## src/rtl/ddr3_app_pkg.sv

```systemverilog
// ddr3_app_pkg: shared MIG app-interface constants and write-controller state encoding
package ddr3_app_pkg;
  localparam logic [2:0] APP_CMD_WR = 3'b000;
  localparam logic [2:0] APP_CMD_RD = 3'b001;
  localparam int ADDR_STEP = 8;
  localparam int DATA_W = 256;
  localparam int ADDR_W = 28;
  typedef enum logic [1:0] {IDLE, LOAD, BURST, DONE} state_t;
endpackage

```

## src/rtl/ddr3_wr_burst_ctrl.sv

```systemverilog
// ddr3_wr_burst_ctrl: pops one write command, streams its commands and data to the MIG app port
module ddr3_wr_burst_ctrl import ddr3_app_pkg::*; #(
  parameter int DATA_W = ddr3_app_pkg::DATA_W,
  parameter int ADDR_W = ddr3_app_pkg::ADDR_W,
  parameter int ADDR_STEP = ddr3_app_pkg::ADDR_STEP
) (
  input  logic                I_Clk,
  input  logic                I_Rst_n,
  input  logic                I_calib_done,
  input  logic                I_cmd_empty,
  input  logic [ADDR_W-1:0]   I_cmd_addr,
  input  logic [7:0]          I_cmd_bl,
  output logic                O_cmd_rden,
  input  logic                I_wdata_empty,
  input  logic [DATA_W-1:0]   I_wdata,
  output logic                O_wdata_rden,
  output logic                O_app_en,
  output logic [2:0]          O_app_cmd,
  output logic [ADDR_W-1:0]   O_app_addr,
  input  logic                I_app_rdy,
  output logic                O_app_wdf_wren,
  output logic                O_app_wdf_end,
  output logic [DATA_W-1:0]   O_app_wdf_data,
  output logic [DATA_W/8-1:0] O_app_wdf_mask,
  input  logic                I_app_wdf_rdy,
  output logic                O_busy,
  output logic                O_done
);
  state_t            r_state;
  logic              r_arm;
  logic [ADDR_W-1:0] r_addr;
  logic [7:0]        r_bl, r_cmd_cnt, r_data_cnt;
  logic              w_burst;
  assign w_burst = r_state == BURST;
  // r_arm keeps the first cycle after reset release free of any FIFO pop
  assign O_cmd_rden = r_state == IDLE && r_arm && I_calib_done && !I_cmd_empty;
  assign O_app_en = w_burst && r_cmd_cnt < r_bl;
  assign O_app_cmd = APP_CMD_WR;
  assign O_app_addr = O_app_en ? r_addr + ADDR_W'(r_cmd_cnt) * ADDR_W'(ADDR_STEP) : '0;
  assign O_app_wdf_wren = w_burst && r_data_cnt < r_bl && !I_wdata_empty;
  assign O_app_wdf_end = O_app_wdf_wren;
  assign O_app_wdf_data = O_app_wdf_wren ? I_wdata : '0;
  assign O_app_wdf_mask = '0;
  assign O_wdata_rden = O_app_wdf_wren && I_app_wdf_rdy;
  assign O_busy = r_state != IDLE;
  assign O_done = r_state == DONE;
  always_ff @(posedge I_Clk or negedge I_Rst_n)
    if (!I_Rst_n) begin
      r_state <= IDLE;
      r_arm <= 1'b0;
      r_addr <= '0;
      r_bl <= '0;
      r_cmd_cnt <= '0;
      r_data_cnt <= '0;
    end else begin
      r_arm <= 1'b1;
      case (r_state)
        IDLE: if (O_cmd_rden) begin
          r_addr <= I_cmd_addr;
          r_bl <= I_cmd_bl;
          r_cmd_cnt <= '0;
          r_data_cnt <= '0;
          r_state <= LOAD;
        end
        LOAD: r_state <= r_bl == 8'd0 ? DONE : BURST;
        BURST: begin
          if (O_app_en && I_app_rdy) r_cmd_cnt <= r_cmd_cnt + 8'd1;
          if (O_wdata_rden) r_data_cnt <= r_data_cnt + 8'd1;
          if (r_cmd_cnt == r_bl && r_data_cnt == r_bl) r_state <= DONE;
        end
        default: r_state <= IDLE;
      endcase
    end
endmodule

```

## config.mk

```make
export PLATFORM = sky130hd
export DESIGN_NAME = ddr3_wr_burst_ctrl
export DESIGN_NICKNAME = d
export VERILOG_FILES = /design/src/rtl/ddr3_app_pkg.sv /design/src/rtl/ddr3_wr_burst_ctrl.sv
export SDC_FILE = /design/constraint.sdc
export NUM_CORES = 1
export LEC_CHECK = 0
export BUFFER_PORTS_ARGS = -buffer_cell sky130_fd_sc_hd__buf_2
export CAP_MARGIN = 20
export CORE_AREA = 5 5 243 245
export CTS_BUF_LIST = sky130_fd_sc_hd__clkbuf_16
export CTS_CLUSTER_SIZE = 28
export DETAILED_ROUTE_END_ITERATION = 16
export DIE_AREA = 0 0 248 250
export PLACE_DENSITY_LB_ADDON = 0.08
export RECOVER_POWER = 100
export SYNTH_ARGS = -nofsm -noshare
export SYNTH_HDL_FRONTEND = slang
export SYNTH_SLANG_ARGS = --single-unit
```

## constraint.sdc

```tcl
create_clock -name I_Clk -period 3 [get_ports I_Clk]
set_clock_uncertainty 0.15 [all_clocks]
set_input_delay 0.3 -clock I_Clk [delete_from_list [all_inputs] [get_ports I_Clk]]
set_output_delay 0.3 -clock I_Clk [all_outputs]
set_load 0.1 [all_outputs]
```

### Yosys cells after proc, flatten, opt, wreduce, memory -nomap -nowiden

Index checks and enable logic that the tools add are counted.
Widths: inputs -> output; s select.

* register bits after elaboration: 55
* input port bits: 299

* add/sub/neg operators: 3
* $lt $le $gt $ge: 2
* equal/unequal tests: 9
* muxes and demuxes: 11
* reduce and logical (&&, ||, !) cells: 19

Operators by type and width (number)
* $mux 256: 1
* $pmux 8 s2: 2
* $add 28x11->28: 1
* $mux 28: 1
* $mux 8: 3
* $add 8x1->8 const B: 2
* $eq 8x8->1: 2
* $lt 8x8->1: 2
* $logic_and 1x1->1: 9
* $logic_not 8->1: 1
* $pmux 2 s3: 1
* $reduce_and 3->1: 2
* $eq 2x2->1 const B: 2
* $mux 2: 2
* $ne 2x1->1 const B: 2
* $ne 2x2->1 const B: 2
* $reduce_and 2->1: 2
* $reduce_bool 2->1: 2
* $eq 2x1->1 const B: 1
* $logic_not 1->1: 2
* $logic_not 2->1: 1
* $mux 1: 1

### Longest topological paths before layout

Gate-level depths: netlist of run 1.

* word-level depth: 6
* gate-level depth with buffers: 11

### Least setup slack after synthesis of run 1

Ideal clock, no wire load.

* kind: register to output
* start point: register r_cmd_cnt[6]
* end point: output port O_app_addr[5]
* data arrival time: 3727 ps
* required time: 2550 ps
* slack: -1177 ps
* cell stages (with the launch flop): 9
* buffers on the path: 2
* cell sequence: dfrtp_1 > ha_1 > a21oi_1 > o21ai_0 > or3_1 > buf_2 > or2_1 > buf_6 > nor3_1

* cells in the longest elaborated chain, start to end: 3

Ends and longest elaborated chain
* from (decl): line ddr3_wr_burst_ctrl.sv:32 `logic [7:0] r_bl, r_cmd_cnt, r_data_cnt;`
* from (signal assigned): line ddr3_wr_burst_ctrl.sv:67 `if (O_app_en && I_app_rdy) r_cmd_cnt <= r_cmd_cnt + 8'd1;`
* $lt 8x8->1: line ddr3_wr_burst_ctrl.sv:37 `assign O_app_en = w_burst && r_cmd_cnt < r_bl;`
* $logic_and 1x1->1: line ddr3_wr_burst_ctrl.sv:37
* $mux 28: line ddr3_wr_burst_ctrl.sv:39 `assign O_app_addr = O_app_en ? r_addr + ADDR_W'(r_cmd_cnt) * ADDR_W'(ADDR_STEP) : '0;`
* to (decl): line ddr3_wr_burst_ctrl.sv:19 `output logic [ADDR_W-1:0] O_app_addr,`

No other way between the ends.

### Final worst setup path of run 1

* start point: register r_bl[6]
* end point: output port O_app_addr[25]

* cells in the longest elaborated chain, start to end: 3

Ends and longest elaborated chain
* from (decl): line ddr3_wr_burst_ctrl.sv:32
* from (signal assigned): line ddr3_wr_burst_ctrl.sv:60 `r_bl <= I_cmd_bl;`
* $lt 8x8->1: line ddr3_wr_burst_ctrl.sv:37
* $logic_and 1x1->1: line ddr3_wr_burst_ctrl.sv:37
* $mux 28: line ddr3_wr_burst_ctrl.sv:39

No other way between the ends.

==> results of run 1 <==
==> per-stage QoR <==
| stage | hold WS, ns | total power (uW) | std cells | worst slack (ns) | utilization (%) |
|---|---|---|---|---|---|
| floorplan | -0.146 | 7820 | 804 | -0.314 | - |
| global placement | -0.0473 | 11900 | 2117 | 0.163 | 25.0 |
| detailed placement | -0.0446 | 11900 | 2117 | 0.204 | 25.0 |
| CTS | 0.0314 | 13000 | 2144 | -0.0733 | 26.0 |
| global route | 0.0420 | 14300 | 2180 | -0.160 | 27.7 |
| finish | 0.0381 | 13700 | 2198 | -0.0416 | 27.8 |
==> worst max-delay path by stage <==
stage / from / to / slack (ns) / depth (start not counted)
2_1_floorplan: r_bl[6] / O_app_addr[5] / -0.31 / 9
3_3_place_gp: r_bl[4] / O_app_wdf_data[24] / 0.16 / 10
3_5_place_dp: r_cmd_cnt[4] / O_app_addr[14] / 0.20 / 9
4_1_cts: r_addr[3] / O_app_addr[23] / -0.07 / 11
5_1_grt: r_bl[6] / O_app_addr[25] / -0.16 / 11
6_report: r_bl[6] / O_app_addr[25] / -0.04 / 11
==> routing by layer <==
metal	GRT usage, %	wire (um)	vias up
li1	-	-	3691
met1	16.9	19100	3721
met2	30.7	30700	401
met3	9.04	6500	75
met4	5.01	932	4
met5	0	21	-
==> worst max-delay path, delay by kind of cell (launching register included) <==
family	cells	cell delay, ns
AO/OA/AOI/OAI	2	0.18
AND/OR/NAND/NOR	3	0.82
buffers and inverters	5	0.71
adder cells (fa/ha/maj)	1	0.20
flip-flops	1	0.39
==> synth_stat cells, types with 3 or more instances <==
master | number | share of area (%)
and2_1 | 263 | 29
nand2_1 | 113 | 7.5
dfrtp_1 | 55 | 24
buf_4 | 38 | 5.0
nor2_1 | 35 | 2.3
clkbuf_1 | 34 | 2.3
ha_1 | 30 | 6.6
o21ai_0 | 26 | 2.3
inv_1 | 24 | 1.6
nand3_1 | 17 | 1.5
a21oi_1 | 15 | 1.3
nand4_1 | 10 | 1.1
xnor2_1 | 10 | 1.5
xor2_1 | 10 | 1.5
nor3_1 | 8 | 0.71
buf_2 | 7 | 0.62
o211ai_1 | 6 | 0.80
and3_1 | 5 | 0.55
mux2i_1 | 5 | 0.89
o31ai_1 | 5 | 0.66
nor2b_1 | 4 | 0.44
nor4_1 | 4 | 0.44
o21a_1 | 4 | 0.53
or3_1 | 4 | 0.44
or4_1 | 4 | 0.53
a21o_1 | 3 | 0.40
and4_1 | 3 | 0.47
==> state kept, by name, summed over array words and instances, names as in the netlist <==
register / cells
r_addr: 28
r_bl: 8
r_cmd_cnt: 8
r_data_cnt: 8
r_state: 2
r_arm: 1
==> cell families after synthesis <==
family | Yosys count | share of synthesized area, %
XOR/XNOR | 20 | 3.10
AO/OA/AOI/OAI | 70 | 7.62
flip-flops | 55 | 24.4
AND/OR/NAND/NOR | 480 | 46.7
other | 2 | 0.133
buffers and inverters | 107 | 10.2
adder cells (fa/ha/maj) | 31 | 7.00
multiplexers | 5 | 0.886
==> where the power goes <==
group | total (uW) | switching (uW) | internal, uW | leakage (uW)
clock network | 686 | 295 | 391 | 0.0000814
registers | 1340 | 312 | 1030 | 0.000696
logic | 11700 | 7450 | 4260 | 0.00628
total | 13700 | 8050 | 5670 | 0.00706
==> timing repair <==
item / 4_1_cts / 5_1_grt
cloned: 4 / 9
setup endpoints to repair: 135 / 247
pin swaps: 6 / 54
gates resized for setup: 57 / 210
endpoints found under the hold margin: 55 / 0
hold buffers: 1 / 0
buffers inserted: 14 / 13
==> final cells by class <==
type                    count  area (um2)
multi-input cells         642        4760
well taps                 765         957
clock inverters             3        38.8
flip-flops and latches     55        1380
repair buffers            669        8370
fillers                  6171       41100
diodes                     33        82.6
inverters                  26         113
clock buffers               5         125
==> reports/results.ini, run 1 <==
[global_route]
grt_usage_pct = 17.1
grt_pass1_vias = 8059
antenna_found_initial = 66
overflow = 0
grt_max_degree = 60
grt_pass1_wl_um = 72900

[sta]
final.period_utilization_pct = 101
setup_slack_ns = -0.0416
final_hold_viol_count = 0
slew_headroom_pct = 6.80
slew_viol_final = 0
setup_viol = 5
rsz0062_at_grt = yes
fmax_mhz = 329
max_slew.worst_pin.slew_ns = 1.40
fin_setup_tns_ns = -0.170
fin_crit_ns = 3.04

[critical_path]
timing.rr.start = r_data_cnt[6]
worstPathCellList = inv_2 -> buf_6 -> ha_4 -> a21oi_2 -> o21ai_1 -> or3_1 -> or2_4 -> buf_12 -> clkbuf_16 -> nor2_4 -> buf_12
end_kind = primary output
reg2reg_to = r_data_cnt[1]
critPathSlowestCell = dfrtp_1
cp.required_ns = 2.55
r2r_cells = 11
start_kind = flip-flop
cp_data_arrival_time_ns = 2.59
r2r_setup_slack_ns = 0.14
crit_path_frequent_cell = buf_12
crit_path_max_incr_delay_ns = 0.39
critical_path_class = reg2out
crit_fanout = 7

[final_layout]
final_cell_area_mm2 = 0.0158
drive_above_1_share_pct = 65.8
final_common_cell = buf_12
layout_common_cells = 299 x buf_12, 297 x buf_2, 156 x and2_4, 109 x nand2_1, 90 x and2_1
final_nets = 1729
synthToLayoutAreaGrowth_pct = 180

[floorplan]
start_util_pct = 9.93
die_y_um = 250
dieArea_mm2 = 0.0620
rows = 88
coreArea_mm2 = 0.0569
dieWidth_um = 248
pin_count = 625

[min_path]
hold_path.class = in2reg
hold-path-cell-count = 3
min_from = I_cmd_addr[0]
whs_endpoint = r_addr[0]

[route]
finalWirelength_um = 57300
wl_per_cell_um = 26.1
drtAntennaViolNets = 0
vias = 7892
vias_per_cell = 3.59
dr.pass1.iters = 4
drc = 0
drtIter0Drc = 335

[outcome]
violations = setup timing
run_status = complete, but fails checks

[clock_network]
root_buffer = clkbuf_16
cts_tree = done
cts_sinks = 55
worstSkewPairLatency_ns = 0.30
cts_buffers = 5
cts_buffer_depth = 2
htree_levels = 2
clkTransAtPathRegs_ns = 0.08

[synth]
syn_avg_cell_area_um2 = 7.34
synthFlopType = dfrtp_1
syn_area_mm2 = 0.00565
synth.distinct_cells = 49
synth_async_sr_flop_share_pct = 100
synth-seq-area-share_pct = 24.4
yosysWarnings = 0
synth_cells = 770
synth-edff-count = 0
synth-seq-cells = 55

[power]
p_leak_uw = 0.00706
powerDensity_mw_per_mm2 = 867
vdd_drop_max_mv = 0.383

[place]
gp_congestion = 0.873
hpwl_um = 50300
postPlaceCellArea_mm2 = 0.0142
port_buffers = 589

[job]
drv_cap = 0

No activity file was read; power rests on OpenSTA's default activity.
==> inputs of run 2 (changes only) <==
PLACE_DENSITY = 0.35   (was default)
PLACE_DENSITY_LB_ADDON = default   (was 0.08)
==> run 2 against run 1 <==
  * The flow finishes with violations (capacitance limit, slew limit, setup timing)
  * Utilization shrank 1.0 points
  * Maximum frequency down 1.1%
  * Count of clock-buffer cells in the layout unchanged
  * Total power fell by 3.7%
  * Sequential power hardly changed
  * Setup slack lost 0.034 ns
  * Final cell count shrank 1.9%
  * Clock power down 14%
  * Cell area decreased by 3.8%
  * Critical path type unchanged
==> reports/results.ini, run 2 (synthesis results as in run 1) <==
[clock_network]
cts_tree = done
htree_levels = 2  ; unchanged
cts_buffer_depth = 2  ; unchanged
cts_buffers = 5  ; unchanged
worstSkewPairLatency_ns = 0.30  ; about the same
root_buffer = clkbuf_16
clkTransAtPathRegs_ns = 0.08  ; about the same
cts_sinks = 55  ; unchanged

[critical_path]
reg2reg_to = r_data_cnt[7]
path_delay_family = adder cells
critical_path_class = reg2out
cp.required_ns = 2.55  ; about the same
worstPathCellList = ha_2 -> inv_2 -> fa_2 -> nor2b_4 -> o2111ai_4 -> a211oi_2 -> buf_6 -> buf_4 -> nor2_4 -> xnor2_2 -> nor2_4 -> buf_12
crit_path_frequent_cell = nor2_4
cp_num_buf_inv = 4  ; -1
cp-endpoint = O_app_addr[15]
r2r_cells = 11  ; unchanged
start_kind = flip-flop
critPathSlowestCell = dfrtp_1
cp_data_arrival_time_ns = 2.63  ; +0.04 ns
r2r_setup_slack_ns = 0.15  ; about the same
end_kind = primary output
startpoint = r_addr[3]
timing.rr.start = r_bl[5]
crit_path_max_incr_delay_ns = 0.36  ; -0.03 ns
crit_fanout = 7  ; unchanged
crit_cells = 12  ; +1

[sta]
slew_viol_final = 30  ; +30
whs_ns = 0.0361  ; -0.00203 ns
setup_viol = 44  ; +39
fmax_mhz = 325  ; -1.1%
rsz0062_at_grt = yes
fin_crit_ns = 3.08  ; +0.0340 ns
final_hold_viol_count = 0  ; unchanged
max_slew.worst_pin.slew_ns = 1.65  ; +0.251 ns
slew_headroom_pct = -9.93  ; -17 points
setup_slack_ns = -0.0756  ; -0.0340 ns
final.period_utilization_pct = 103  ; +1.1 points

[power]
p_switching_uw = 7970  ; -1.0%
internal_power_uw = 5250  ; -7.5%
pwr-share-clk_pct = 4.5  ; -0.5 points
power_frac_seq_pct = 10.0  ; +0.3 points
combPwrFrac_pct = 85.5  ; +0.2 points
p_leak_uw = 0.00682  ; -3.3%
vdd_drop_max_mv = 0.319  ; -17%
power_switching_share_pct = 60.3  ; +1.6 points
powerDensity_mw_per_mm2 = 868  ; about the same

[place]
dp_slack_ns = 0.107  ; -0.0978 ns
gp_congestion = 1.00  ; +15%
port_buffers = 589  ; unchanged
hpwl_um = 56100  ; +12%

[global_route]
grtUsageMet3_pct = 8.85  ; -0.19 points
grt_usage_pct = 19.0  ; +2.0 points
grt_pass1_wl_um = 79800  ; +9.5%
grt_pass1_vias = 8342  ; +3.5%
grt-busiest-layer = met2
grtUsageMet1_pct = 20.2  ; +3.2 points
use_met2_pct = 34.7  ; +4.0 points
overflow = 0  ; unchanged
grt_max_degree = 39  ; -35%
antenna_found_initial = 81  ; +23%

[outcome]
run_status = complete, but fails checks
violations = capacitance limit, slew limit, setup timing

[min_path]
hold-path-cell-count = 3  ; unchanged
hold_path.class = in2reg
min_from = I_cmd_addr[25]

[final_layout]
final_common_cell = buf_2
synthToLayoutAreaGrowth_pct = 170
drive_above_1_share_pct = 60.1  ; -5.7 points
largest_reg_flops = 28  ; unchanged
final_nets = 1711  ; -1.0%
layout_common_cells = 298 x buf_2, 297 x buf_12, 152 x and2_1, 113 x nand2_1, 102 x and2_4
largest_register = r_addr

[route]
wl_per_cell_um = 29.2  ; +12%
drtIter0Drc = 332  ; -0.90%
finalWirelength_um = 62900  ; +9.8%
vias = 8085  ; +2.4%
vias_per_cell = 3.75  ; +4.4%
drc = 0  ; unchanged
drtAntennaViolNets = 0  ; unchanged
dr.pass1.iters = 5  ; +1

[job]
drv_cap = 1  ; +1

[floorplan]
dieWidth_um = 248  ; unchanged
die_y_um = 250  ; unchanged
coreArea_mm2 = 0.0569  ; unchanged
rows = 88  ; unchanged
pin_count = 625  ; unchanged
start_util_pct = 9.93  ; unchanged
dieArea_mm2 = 0.0620  ; unchanged

run 2: changes by cell type in the layout (fill, tap and decap cells not counted), moves of 7 or more:
| cell | previous run | this run |
|---|---|---|
| and2_1 | 90 | 152 |
| and2_4 | 156 | 102 |
| diode_2 | 33 | 9 |
| and2_2 | 17 | 9 |
| buf_6 | 13 | 5 |
| ha_4 | 12 | 5 |
run 2: worst min-delay path by stage:
stage               slack (ns)          to
finish                    0.04  r_addr[25]
global route              0.05  r_addr[16]
CTS                       0.03  r_addr[25]
detailed placement        0.25  r_addr[16]
global placement          0.24  r_addr[15]
floorplan                -0.15   r_addr[0]
run 2: worst register-to-register path, delay by kind of cell (launching register included):
family,cells,cell delay [ns]
compound gates,2,0.37
fa+ha+maj,1,0.30
buf+inv,4,0.72
flops,1,0.38
simple gates,4,0.86
run 2: cell type report:
type	count	area (um2)
Antenna cell	9	22.5
Clock buffer	5	125
Clock inverter	3	16.3
Fill cell	6096	41700
Inverter	26	113
Multi-Input combinational cell	642	4530
Sequential cell	55	1380
Tap cell	765	957
Timing Repair Buffer	651	8090
run 2: power by group through the flow:
stage	Combinational (uW)	Clock, uW	Sequential, uW
6_report	11300	593	1320
5_1_grt	11700	653	1360
4_1_cts	11200	627	1310
3_5_place_dp	10500	0	1310
3_3_place_gp	10500	0	1300
2_1_floorplan	6610	0	1220
run 2: layer usage:
metal	part of all wire [%]	up-vias	routed length [um]
met5	0.021	-	13
met4	2.1	2	1300
met3	12	141	7410
met2	51	542	32200
met1	35	3781	22000
li1	-	3619	-
run 2: per-stage QoR:
| step | setup TNS [ns] | instance area (um2) | util, % | power (uW) | std cells |
|---|---|---|---|---|---|
| global route | -27.97 | 15200 | 26.7 | 13700 | 2154 |
| CTS | -2.50 | 15000 | 26.3 | 13100 | 2136 |
| detailed placement | 0 | 14100 | 24.7 | 11800 | 2108 |
| global placement | 0 | 14100 | 24.7 | 11800 | 2108 |
| floorplan | -0.715 | 6020 | - | 7820 | 804 |
| finish | -1.78 | 15200 | 26.8 | 13200 | 2156 |
run 2: what timing repair did:
item,CTS,global route
hold buffers,1,0
endpoints found under the hold margin,28,0
resized for setup,137,53
buffers inserted,14,11
cloned,6,3
endpoints found under the setup margin,252,282
pin swaps,50,37
